==> config.mk <==
export PLATFORM = sky130hd
export DESIGN_NAME = fetch_unit
export DESIGN_NICKNAME = d
export VERILOG_FILES = /design/src/rtl/fetch_unit.sv
export SDC_FILE = /design/constraint.sdc
export NUM_CORES = 1
export LEC_CHECK = 0
export ABC_AREA = 1
export CORE_MARGIN = 1
export CORE_UTILIZATION = 40
export CTS_CLUSTER_DIAMETER = 200
export DETAILED_ROUTE_END_ITERATION = 10
export PLACE_DENSITY = 0.81
export SETUP_SLACK_MARGIN = 0.1
export SYNTH_ARGS = -nofsm -noshare
export SYNTH_HDL_FRONTEND = slang
export SYNTH_SLANG_ARGS = --single-unit
==> constraint.sdc <==
create_clock -name clk -period 1.74 [get_ports clk]
set_clock_uncertainty 0.2 [all_clocks]
set_input_delay 0.261 -clock clk [delete_from_list [all_inputs] [get_ports clk]]
set_output_delay 0.261 -clock clk [all_outputs]
set_load 0.01 [all_outputs]
==> src/rtl/fetch_unit.sv <==
// Instruction fetch sequencer: walks the PC through instruction memory, assembles
// one- or two-word instructions, issues them downstream and handles jumps and HALT.
module fetch_unit #(
  parameter int unsigned AW = 10,
  parameter int unsigned DW = 8
) (
  input  logic          clk,
  input  logic          rst,
  input  logic          start,
  input  logic [AW-1:0] pc_addr,
  output logic          pc_rd_en,
  output logic          pc_inc,
  output logic          pc_wr_en,
  output logic [AW-1:0] pc_wr_data,
  input  logic          pc_ovf,
  output logic          imem_req,
  output logic [AW-1:0] imem_addr,
  input  logic          imem_valid,
  input  logic [DW-1:0] imem_data,
  input  logic          jmp_en,
  input  logic [AW-1:0] jmp_target,
  output logic [DW-1:0] ir_opcode,
  output logic [DW-1:0] ir_operand,
  output logic          ir_valid,
  input  logic          ir_ready,
  output logic          halted,
  output logic          err_ovf
);

  localparam logic [2:0] S_IDLE     = 3'd0;
  localparam logic [2:0] S_REQ_OP   = 3'd1;
  localparam logic [2:0] S_WAIT_OP  = 3'd2;
  localparam logic [2:0] S_REQ_ARG  = 3'd3;
  localparam logic [2:0] S_WAIT_ARG = 3'd4;
  localparam logic [2:0] S_ISSUE    = 3'd5;
  localparam logic [2:0] S_FLUSH    = 3'd6;
  localparam logic [2:0] S_HALT     = 3'd7;

  localparam logic [DW-1:0] OP_HALT = {DW{1'b1}};

  logic [2:0]    state_q, state_d;
  logic          imem_req_q, imem_req_d;
  logic          pc_rd_en_q, pc_rd_en_d;
  logic          pc_inc_q, pc_inc_d;
  logic          pc_wr_en_q, pc_wr_en_d;
  logic [AW-1:0] pc_wr_data_q, pc_wr_data_d;
  logic [AW-1:0] imem_addr_q, imem_addr_d;
  logic [DW-1:0] ir_opcode_q, ir_opcode_d;
  logic [DW-1:0] ir_operand_q, ir_operand_d;
  logic          ir_valid_q, ir_valid_d;
  logic          halted_q, halted_d;
  logic          err_ovf_q, err_ovf_d;

  logic          jmp_take_c;
  logic          req_live_c;
  logic          arm_c;

  // Jumps are honoured only while fetching or issuing.
  assign jmp_take_c = jmp_en && (state_q inside {S_REQ_OP, S_WAIT_OP, S_REQ_ARG,
                                                 S_WAIT_ARG, S_ISSUE});

  // A request is in flight if it is being driven now, or awaited without its data this cycle.
  assign req_live_c = ((state_q == S_REQ_OP  || state_q == S_REQ_ARG)  && imem_req_q) ||
                      ((state_q == S_WAIT_OP || state_q == S_WAIT_ARG) && !imem_valid);

  always_comb begin
    state_d      = state_q;
    imem_req_d   = 1'b0;
    pc_rd_en_d   = 1'b0;
    pc_inc_d     = 1'b0;
    pc_wr_en_d   = 1'b0;
    pc_wr_data_d = pc_wr_data_q;
    imem_addr_d  = imem_addr_q;
    ir_opcode_d  = ir_opcode_q;
    ir_operand_d = ir_operand_q;
    ir_valid_d   = ir_valid_q;
    halted_d     = halted_q;
    err_ovf_d    = err_ovf_q | pc_ovf;
    arm_c        = 1'b0;

    if (jmp_take_c) begin
      pc_wr_en_d   = 1'b1;
      pc_wr_data_d = jmp_target;
      ir_valid_d   = 1'b0;
      state_d      = req_live_c ? S_FLUSH : S_REQ_OP;
    end else begin
      case (state_q)
        S_IDLE: begin
          if (start) begin
            state_d = S_REQ_OP;
            arm_c   = 1'b1;
          end
        end
        // Entered with the request already armed, except right after a jump load.
        S_REQ_OP: begin
          if (imem_req_q) state_d = S_WAIT_OP;
          else            arm_c   = 1'b1;
        end
        S_WAIT_OP: begin
          if (imem_valid) begin
            if (imem_data == OP_HALT) begin
              state_d  = S_HALT;
              halted_d = 1'b1;
            end else if (imem_data[DW-1]) begin
              ir_opcode_d = imem_data;
              state_d     = S_REQ_ARG;
              arm_c       = 1'b1;
            end else begin
              ir_opcode_d  = imem_data;
              ir_operand_d = '0;
              ir_valid_d   = 1'b1;
              state_d      = S_ISSUE;
            end
          end
        end
        S_REQ_ARG: begin
          if (imem_req_q) state_d = S_WAIT_ARG;
          else            arm_c   = 1'b1;
        end
        S_WAIT_ARG: begin
          if (imem_valid) begin
            ir_operand_d = imem_data;
            ir_valid_d   = 1'b1;
            state_d      = S_ISSUE;
          end
        end
        S_ISSUE: begin
          if (ir_ready) begin
            ir_valid_d = 1'b0;
            state_d    = S_REQ_OP;
            arm_c      = 1'b1;
          end
        end
        S_FLUSH: begin
          if (imem_valid) begin
            state_d = S_REQ_OP;
            arm_c   = 1'b1;
          end
        end
        S_HALT: begin
          halted_d = 1'b1;
        end
        default: begin
          state_d = S_IDLE;
        end
      endcase
    end

    // The PC moves on the falling edge, so pc_addr is current for the next request.
    if (arm_c) begin
      imem_req_d  = 1'b1;
      pc_rd_en_d  = 1'b1;
      pc_inc_d    = 1'b1;
      imem_addr_d = pc_addr;
    end
  end

  always_ff @(posedge clk or posedge rst) begin
    if (rst) begin
      state_q      <= S_IDLE;
      imem_req_q   <= 1'b0;
      pc_rd_en_q   <= 1'b0;
      pc_inc_q     <= 1'b0;
      pc_wr_en_q   <= 1'b0;
      pc_wr_data_q <= '0;
      imem_addr_q  <= '0;
      ir_opcode_q  <= '0;
      ir_operand_q <= '0;
      ir_valid_q   <= 1'b0;
      halted_q     <= 1'b0;
      err_ovf_q    <= 1'b0;
    end else begin
      state_q      <= state_d;
      imem_req_q   <= imem_req_d;
      pc_rd_en_q   <= pc_rd_en_d;
      pc_inc_q     <= pc_inc_d;
      pc_wr_en_q   <= pc_wr_en_d;
      pc_wr_data_q <= pc_wr_data_d;
      imem_addr_q  <= imem_addr_d;
      ir_opcode_q  <= ir_opcode_d;
      ir_operand_q <= ir_operand_d;
      ir_valid_q   <= ir_valid_d;
      halted_q     <= halted_d;
      err_ovf_q    <= err_ovf_d;
    end
  end

  assign imem_req   = imem_req_q;
  assign pc_rd_en   = pc_rd_en_q;
  assign pc_inc     = pc_inc_q;
  assign pc_wr_en   = pc_wr_en_q;
  assign pc_wr_data = pc_wr_data_q;
  assign imem_addr  = imem_addr_q;
  assign ir_opcode  = ir_opcode_q;
  assign ir_operand = ir_operand_q;
  assign ir_valid   = ir_valid_q;
  assign halted     = halted_q;
  assign err_ovf    = err_ovf_q;

endmodule

After elaboration in Yosys (flattened, before gate mapping)
Cells that the tools add are included.
{ "totals": {"mem_count": 0, "latch_bits": 0, "romBits": 0, "ram_bits": 0, "elab_cells": 92, "inputBits": 35, "output_inout_bits": 43, "reg_bits": 44} }
{ "classes": {"n_reduce_logical": 19, "n_mux": 38, "div": 0, "n_addsub": 0, "eq_ne": 22, "magnitude_cmp": 0, "n_shift": 0, "mul": 0, "n_bitwise": 3} }
{ "ops": {"columns": ["cell", "count"], "rows": [
  ["$mux 3", 11],
  ["$mux 8", 4],
  ["$ne 3x3->1 const B", 9],
  ["$pmux 3 s7", 1],
  ["$mux 1", 18],
  ["$pmux 8 s2", 1],
  ["$eq 3x3->1 const B", 4],
  ["$reduce_and 6->1", 2],
  ["$eq 8x8->1 const B", 1],
  ["$ne 2x2->1 const B", 4],
  ["$reduce_and 4->1", 2],
  ["$reduce_and 8->1", 1],
  ["$reduce_bool 8->1", 1],
  ["$eq 3x2->1 const B", 2],
  ["$pmux 1 s5", 1],
  ["$reduce_bool 5->1", 1],
  ["$reduce_bool 2->1", 2],
  ["$reduce_bool 4->1", 1],
  ["$eq 3x1->1 const B", 1],
  ["$logic_and 1x1->1", 3],
  ["$logic_not 3->1", 1],
  ["$logic_or 1x1->1", 3],
  ["$pmux 1 s3", 1],
  ["$ne 2x1->1 const B", 1],
  ["other kinds (5)", 6]
]} }

Depth between registers and ports, before layout
Gate-level depths: netlist (run 1).
{ "depth": {"depth_word": 6, "mapped_depth": 13, "mapped_depth_nobuf": 11} }

Worst setup path before layout (run 1)
Ideal clock, no wire load.
{ "synth_timing": {"path_type": "register to register", "from": "register state_q[1]", "to": "register imem_addr_q[0], in the netlist imem_addr[0]", "setup_ps": 116, "path_buffers": 2, "t_required_ps": 1424, "synth_period_minus_slack_ps": 1632, "arrival_ps": 1316, "path_slack_ps": 108, "stages_incl_launch_ff": 13, "cell_sequence": "dfrtp_1 > buf_4 > inv_2 > nand2_1 > nor2_1 > nand2_1 > nand3_1 > nor2_1 > nand2_1 > nand2_1 > buf_4 > nand2_1 > nand2_1"} }
{ "synth_between": {"elab_chain_len": 4, "elab_cells_between_ends": 12, "cone_classes": "eq/ne: 6; mux: 2; reduce/logical: 4"} }
{ "synth_lines": {"columns": ["element", "line_no", "source"], "rows": [
  ["start: declaration", "41", "logic [2:0] state_q, state_d;"],
  ["start signal: assignment", "173", "state_q <= state_d;"],
  ["$eq 3x1->1 (tied with other cells)", "59, 87", null],
  ["$reduce_or 2->1 (no source line) or $reduce_bool 5->1 (tied branches)", null, null],
  ["$pmux 1 s5 or $logic_and 1x1->1 (tied branches)", "87, 59", null],
  ["$mux 1 *", "81", "if (jmp_take_c) begin"],
  ["end signal: assignment", "179", "imem_addr_q <= imem_addr_d;"],
  ["end: declaration", "47", "logic [AW-1:0] imem_addr_q, imem_addr_d;"]
]} }
Mark *: on every way between the ends. The rest lies on a longest branch, timed or not.
A chain may end at the register's enable or synchronous reset.

Worst setup path after layout (run 1)
{ "layout_timing": {"from": "register state_q[1]", "to": "register ir_operand_q[7], in the netlist ir_operand[7]"} }
{ "layout_between": {"elab_chain_len": 5, "elab_cells_between_ends": 15, "cone_classes": "eq/ne: 9; mux: 1; bitwise: 1; reduce/logical: 4"} }
{ "layout_lines": {"columns": ["element", "line_no", "source"], "rows": [
  ["$eq 3x1->1 (tied with other cells)", "59", "assign jmp_take_c = jmp_en && (state_q inside {S_REQ_OP, S_WAIT_OP, S_REQ_ARG,"],
  ["$reduce_bool 5->1", "59", null],
  ["$logic_and 1x1->1", "59", null],
  ["$not 1->1 (no source line)", null, null],
  ["$reduce_and 6->1 (no source line)", null, null],
  ["end signal: assignment", "181", "ir_operand_q <= ir_operand_d;"],
  ["end: declaration", "49", "logic [DW-1:0] ir_operand_q, ir_operand_d;"]
]} }
Parallel ways exist; a longest one is shown, timed or not.

==> metrics.md, run 1 <==
| Metric | Value |
|---|---|
| Run status | `complete, no violations` |
| Routed len/inst | `between 10 and 15 um` |
| Vias/cell | `4.86` |
| I/O pins | `slightly below 80` |
| Initial cell density of the core | `0.416` |
| Clk slew on worst S/H paths | `about 0.080 ns` |
| Endpoints failing setup | `0` |
| Sequential power share | `0.312` |
| Max-cap violations | `0` |
| Final HPWL DP | `roughly 4.3 mm` |
| Combinational share of power | `0.573` |
| H-tree levels | `2` |
| Clock Power Share | `0.115` |
| Core area | `0.00511 mm2` |
| Area leader, netlist | `dfrtp_1` |
| Min Clock Period, post-route | `1.74 ns` |
| Worst Setup End Kind | `register` |
| Total Routing Usage GR | `0.223` |
| Final GP Congestion | `between 0.8 and 0.9` |
| Hold Crit Class | `in2async` |
| IO buf count | `77` |
| Pin count of the biggest net entering global routing | `between 40 and 50` |
| Top cells by area, synth | `dfrtp_1 52%, nand2_1 22%, nand3_1 4.5%` |
| DRC violations left | `0` |
| Sw Ratio | `0.421` |
| Max clock buf depth | `2` |
| Psw | `2.39 mW` |
| PD cells | `1610 mW/mm2` |
| Full die area | `roughly 0.0056 mm2` |
| Distinct cells, synth | `26` |
| Antenna Nets Post-Route | `0` |
| Commonest non-fill, non-tap cell in the layout | `nand2_1` |
| Final wirelength | `between 6 and 7 mm` |
| Worst EP arrival | `roughly 1.8 ns` |
| Critical path class | `reg2reg` |
| Area growth from synthesis to layout | `65.6%` |
| Cell Rows | `26` |
| Net Count, Synth | `around 300` |
| Grt ovf | `0` |
| CTS tree | `done` |
| Fin. Hold Viols | `0` |
| Root Buffer | `clkbuf_8` |
| Number of global-route vias before repair | `around 2000` |
| Actual slew at the worst max-slew pin | `approximately 0.38 ns` |
| Clock latency at the later pin of the worst-skew pair | `between 0.2 and 0.3 ns` |
| Top cell type's share of synthesized area | `0.518` |
| Internal power | `roughly 3.3 mW` |
| Slew HR | `0.746` |
| Fmax achieved | `0.576 GHz` |
| Most frequent cells in the layout | `112 x nand2_1, 41 x dfrtp_1, 40 x dlygate4sd2_1` |
| Avg Inst Size Synth | `just over 8 um2` |
| Leak | `about 1.9 nW` |
| Number of DRC markers in iteration 0 | `177` |
| Worst-path fanout max | `6` |
| Synthesis warning total | `0` |
| Peak VDD IR | `approximately 0.00096 V` |
| Mapped Cells | `260` |
| Hold_ws | `about 0.097 ns` |
| Final Cycle Share | `0.997` |
| Crit path required time | `around 1.8 ns` |
| Final Slew Violations | `0` |
| Die Y | `74.9 um` |
| Initial antenna violation count | `0` |
| TritonCTS buffer count | `5` |
| RSZ-0062 raised after global routing | `true` |
| Final Util | `0.689` |
| Syn Std Cell Area | `around 0.0021 mm2` |
| # clock sinks | `44` |
| Via count | `2198` |
| Sequential cell area fraction in the yosys report | `0.518` |
| First-pass GRT wire length | `roughly 9 mm` |
| Drt pass-1 iters | `4` |
| Yosys reg bits | `44` |
| Post-CTS Hold Fix Bufs | `0` |
| Layout Cells excl Fill | `about 450` |
| Die X | `roughly 75 um` |
| Placed insts | `roughly 430` |
| Ant. Diodes | `0` |
| Startpoint types | `register` |
| Share of cells above drive strength 1 | `0.249` |
| Nets | `416` |
[cell families (layout without fill, tap and decap cells)]
logic type,after synthesis,count (layout),synth area share
compound gates,14,14,0.0453
buf+inv,37,156,0.0883
flops,44,44,0.518
simple gates,165,168,0.348
[worst max-delay path, stage by stage, from the launching register on]
cell and delay [ns]:
dfrtp_2 0.44, buf_6 0.14, nand3_4 0.11, o211ai_4 0.11
nand2_4 0.14, nand2_4 0.10, buf_12 0.14, nor2_4 0.12
nand3_1 0.11, nand2_1 0.07
[stage by stage]
step	setup slack (ns)	total power [mW]	area [um2]	TNS, ns
2_1_floorplan	0.108	3.30	2130	0
3_3_place_gp	-0.0848	4.61	3160	-1.74
3_5_place_dp	-0.128	4.71	3160	-2.76
4_1_cts	0.0242	5.30	3310	0
5_1_grt	-0.0704	6.05	3520	-0.596
6_report	0.00500	5.66	3520	0
[registers in the layout, indices dropped and copies added, names as in the netlist]
name / count
ir_valid: 1
pc_wr_en: 1
halted: 1
err_ovf: 1
pc_inc: 1
ir_opcode: 8
pc_wr_data: 10
state_q: 3
ir_operand: 8
imem_addr: 10
[per-layer routing]
metal | wire length [um] | up-vias | GRT usage
met3 | 269 | 18 | 0.0308
met4 | 201 | 0 | 0.0964
met2 | 3530 | 66 | 0.372
li1 | - | 1053 | -
met5 | 0 | - | 0
met1 | 2580 | 1061 | 0.291
[power groups by stage]
stage	Clock [mW]	Sequential [mW]	Combinational, mW
floorplan	0	1.94	1.36
global placement	0	1.76	2.85
detailed placement	0	1.77	2.94
CTS	0.668	1.75	2.88
global route	0.712	1.81	3.52
finish	0.649	1.77	3.25
[cells in the mapped netlist]
library cell  count
nand4_4           1
a31o_2            1
o21ai_0          10
nor3_1            1
nand3b_1          2
inv_1            20
nand3_2           1
nand4_1           3
nor2_4            1
nand2_2           1
or2_2             1
nand3_4           1
buf_2             2
buf_4             5
buf_6             3
nand2_4           2
inv_4             2
o211ai_4          1
o211ai_1          1
nor2_8            1
dfrtp_1          44
nand3_1          19
nor2_1            6
o2111ai_1         1
nand2_1         125
inv_2             5
[layout make-up]
type | instances | area (um2)
inverter | 27 | 114
clock buffer | 7 | 86.3
sequential | 44 | 1100
clock inverter | 1 | 7.51
timing repair buffer | 121 | 1130
tap | 70 | 87.6
multi-input combinational | 182 | 991
fill | 384 | 1590
[path summary, 6_finish.rpt]
check,from,to,slack [ns],cells past startpoint
worst min-delay path,rst,imem_addr[2],0.1,3
min in group clk,pc_wr_data[3],pc_wr_data[3],0.28,2
worst max register to register,state_q[1],ir_operand[7],0.005,9
worst min register to register,pc_wr_data[3],pc_wr_data[3],0.28,2
worst max-delay path,state_q[1],ir_operand[7],0.005,9
max in group asynchronous,rst,pc_inc,1.01,3
[repair_timing]
action                                  in CTS  in global routing
endpoints found under the hold margin        0                  0
gates resized for setup                     55                 40
pin swaps                                    6                 12
gates cloned                                 3                  0
buffers inserted                             4                  9
endpoints found under the setup margin      73                 44
Power figures use the tool's default switching activity.
==> run 2: changes to the inputs <==
- CORE_UTILIZATION: 40 -> 44
- PLACE_DENSITY: 0.81 -> 0.84
- clock period: 1.74 -> 1.95 ns (I/O delays scaled with it)
==> metrics.md, run 2 (synthesis results as in run 1) <==
| Metric | Value |
|---|---|
| Setup crit start | `state_q[0]` |
| Clock Power Share | `0.150 (+0.035)` |
| Nets | `389 (-6.5%)` |
| Drt pass-1 iters | `4 (unchanged)` |
| Share of cells above drive strength 1 | `0.144 (-0.105)` |
| Hold Crit Class | `in2async` |
| Final wirelength | `5.34 mm (-19%)` |
| Initial cell density of the core | `0.472 (+0.0557)` |
| Final GP Congestion | `0.895 (about the same)` |
| I/O pins | `78 (unchanged)` |
| Peak VDD IR | `0.000999 V (+4.5%)` |
| Clock latency at the later pin of the worst-skew pair | `0.29 ns (about the same)` |
| Hold_ws | `0.148 ns (+0.0511 ns)` |
| Worst reg2reg startpoint | `state_q[0]` |
| H-tree levels | `2 (unchanged)` |
| Vias/cell | `4.91 (+1.1%)` |
| Cell Rows | `24 (-7.7%)` |
| Fin. Hold Viols | `0 (unchanged)` |
| Full die area | `0.00511 mm2 (-8.9%)` |
| Placed insts | `395 (-7.7%)` |
| Leak | `1.61 nW (-15%)` |
| Number of global-route vias before repair | `1930 (-4.0%)` |
| Layout Cells excl Fill | `407 (-10%)` |
| Number of DRC markers in iteration 0 | `216 (+22%)` |
| Clk slew on worst S/H paths | `0.08 ns (about the same)` |
| Worst Setup End Kind | `register` |
| Combinational share of power | `0.525 (-0.048)` |
| Internal power | `2.97 mW (-9.4%)` |
| Crit path required time | `1.93 ns (+0.15 ns)` |
| Most frequent cells in the layout | `122 x nand2_1, 77 x clkdlybuf4s50_1, 43 x dfrtp_1` |
| Worst-path fanout max | `9 (+3)` |
| Total Routing Usage GR | `0.216 (-0.00664)` |
| Setup TNS | `0 ns (unchanged)` |
| Final Cycle Share | `0.928 (-0.0691)` |
| Actual slew at the worst max-slew pin | `0.232 ns (-0.149 ns)` |
| DRC violations left | `0 (unchanged)` |
| Max-cap violations | `0 (unchanged)` |
| Sw Ratio | `0.383 (-0.0385)` |
| Run status | `complete, no violations` |
| Startpoint types | `register` |
| IO buf count | `77 (unchanged)` |
| Worst EP arrival | `1.79 ns (+0.02 ns)` |
| Final HPWL DP | `3.91 mm (-8.3%)` |
| Root Buffer | `clkbuf_8` |
| CTS tree | `done` |
| RSZ-0062 raised after global routing | `true` |
| Worst R2R End | `ir_operand[7]` |
| Initial antenna violation count | `0 (unchanged)` |
| Final Slew Violations | `0 (unchanged)` |
| Core area | `0.00450 mm2 (-12%)` |
| Psw | `1.84 mW (-23%)` |
| Via count | `2000 (-9.0%)` |
| First-pass GRT wire length | `8.67 mm (-6.5%)` |
| Min Clock Period, post-route | `1.81 ns (+0.0747 ns)` |
| Fmax achieved | `0.553 GHz (-4.1%)` |
| Slew HR | `0.846 (+0.100)` |
| Area growth from synthesis to layout | `49.3%` |
| Grt ovf | `0 (unchanged)` |
| Die Y | `71.5 um (-4.5%)` |
| Worst r2r path cells | `10 (+1)` |
| Max clock buf depth | `2 (unchanged)` |
| # clock sinks | `44 (unchanged)` |
| Antenna Nets Post-Route | `0 (unchanged)` |
| Ant. Diodes | `0 (unchanged)` |
| Commonest non-fill, non-tap cell in the layout | `nand2_1` |
| Design area | `0.00317 mm2 (-9.8%)` |
| Sequential power share | `0.325 (+0.013)` |
| Endpoints failing setup | `0 (unchanged)` |
| Critical path class | `reg2reg` |
| Die X | `71.5 um (-4.5%)` |
| TritonCTS buffer count | `5 (unchanged)` |
| CP endpoint | `ir_operand[7]` |
| Routed len/inst | `13.1 um (-9.8%)` |
| Register-to-register setup slack | `0.14 ns (+0.14 ns)` |
| Cell Area, Placed | `0.00301 mm2 (-4.7%)` |
| Pin count of the biggest net entering global routing | `45 (unchanged)` |
| PD cells | `1520 mW/mm2 (-5.8%)` |
[run 2: cell count changes in the layout (fill, tap and decap cells not counted), sizes merged]
| cell | delta |
|---|---|
| dlygate4sd2 | -40 |
| bufinv | +1 |
| buf | -24 |
| clkinv | +1 |
| nor2 | -1 |
| clkbuf | -1 |
| dlymetal6s2s | -4 |
| nand2 | -1 |
| clkdlybuf4s50 | +44 |
| clkinvlp | -1 |
| nand4 | -1 |
[run 2: layout make-up]
cell class | instances | area (um2)
flip-flops and latches | 44 | 1100
fillers | 340 | 1330
clock inverters | 2 | 38.8
inverters | 27 | 106
repair buffers | 97 | 933
well taps | 52 | 65.1
multi-input cells | 179 | 845
clock buffers | 6 | 82.6
[run 2: critical path, cell delays in order, from the launching register on]
cell and delay [ns]:
dfrtp_2 0.43, inv_4 0.12, nand2_2 0.09, nor2_4 0.17, nand2_1 0.08, nand2_1 0.08, nand3_2 0.12, nor2_8 0.19
inv_4 0.07, nand2_1 0.07, nand2_1 0.06
[run 2: timing repair]
action | CTS | global route
hold endpoints to repair | 0 | 0
resized for setup | 0 | 5
hold buffers | 0 | 0
setup buffers | 0 | 4
endpoints found under the setup margin | 0 | 22
[run 2: power by group through the flow]
| stage | sequential, mW | combinational, mW | clock [mW] |
|---|---|---|---|
| final | 1.56 | 2.53 | 0.723 |
| after global routing | 1.60 | 2.77 | 0.780 |
| after CTS | 1.57 | 2.46 | 0.731 |
| after detailed placement | 1.58 | 2.44 | 0 |
| after global placement | 1.57 | 2.38 | 0 |
| after floorplan | 1.73 | 1.21 | 0 |
[run 2: worst min path at each step]
stage                     from            end  cells past startpoint
floorplan           pc_addr[0]   imem_addr[0]                      2
global placement       err_ovf        err_ovf                      1
detailed placement     err_ovf        err_ovf                      1
CTS                        rst  pc_wr_data[1]                      3
global route               rst       ir_valid                      3
finish                     rst  pc_wr_data[0]                      3
[run 2: routing by layer]
metal,part of all wire,global-route usage,vias up
met2,0.51,0.365,60
met3,0.026,0.0352,12
met5,0,0,-
met1,0.45,0.281,935
met4,0.018,0.0871,0
li1,-,-,993
[run 2: stage by stage]
stage                util  power, mW  setup slack [ns]
floorplan               -       2.94             0.318
global placement    0.669       3.95            0.0488
detailed placement  0.669       4.02           -0.0411
CTS                 0.696       4.76             0.106
global route        0.704       5.15            0.0431
finish              0.704       4.81             0.140
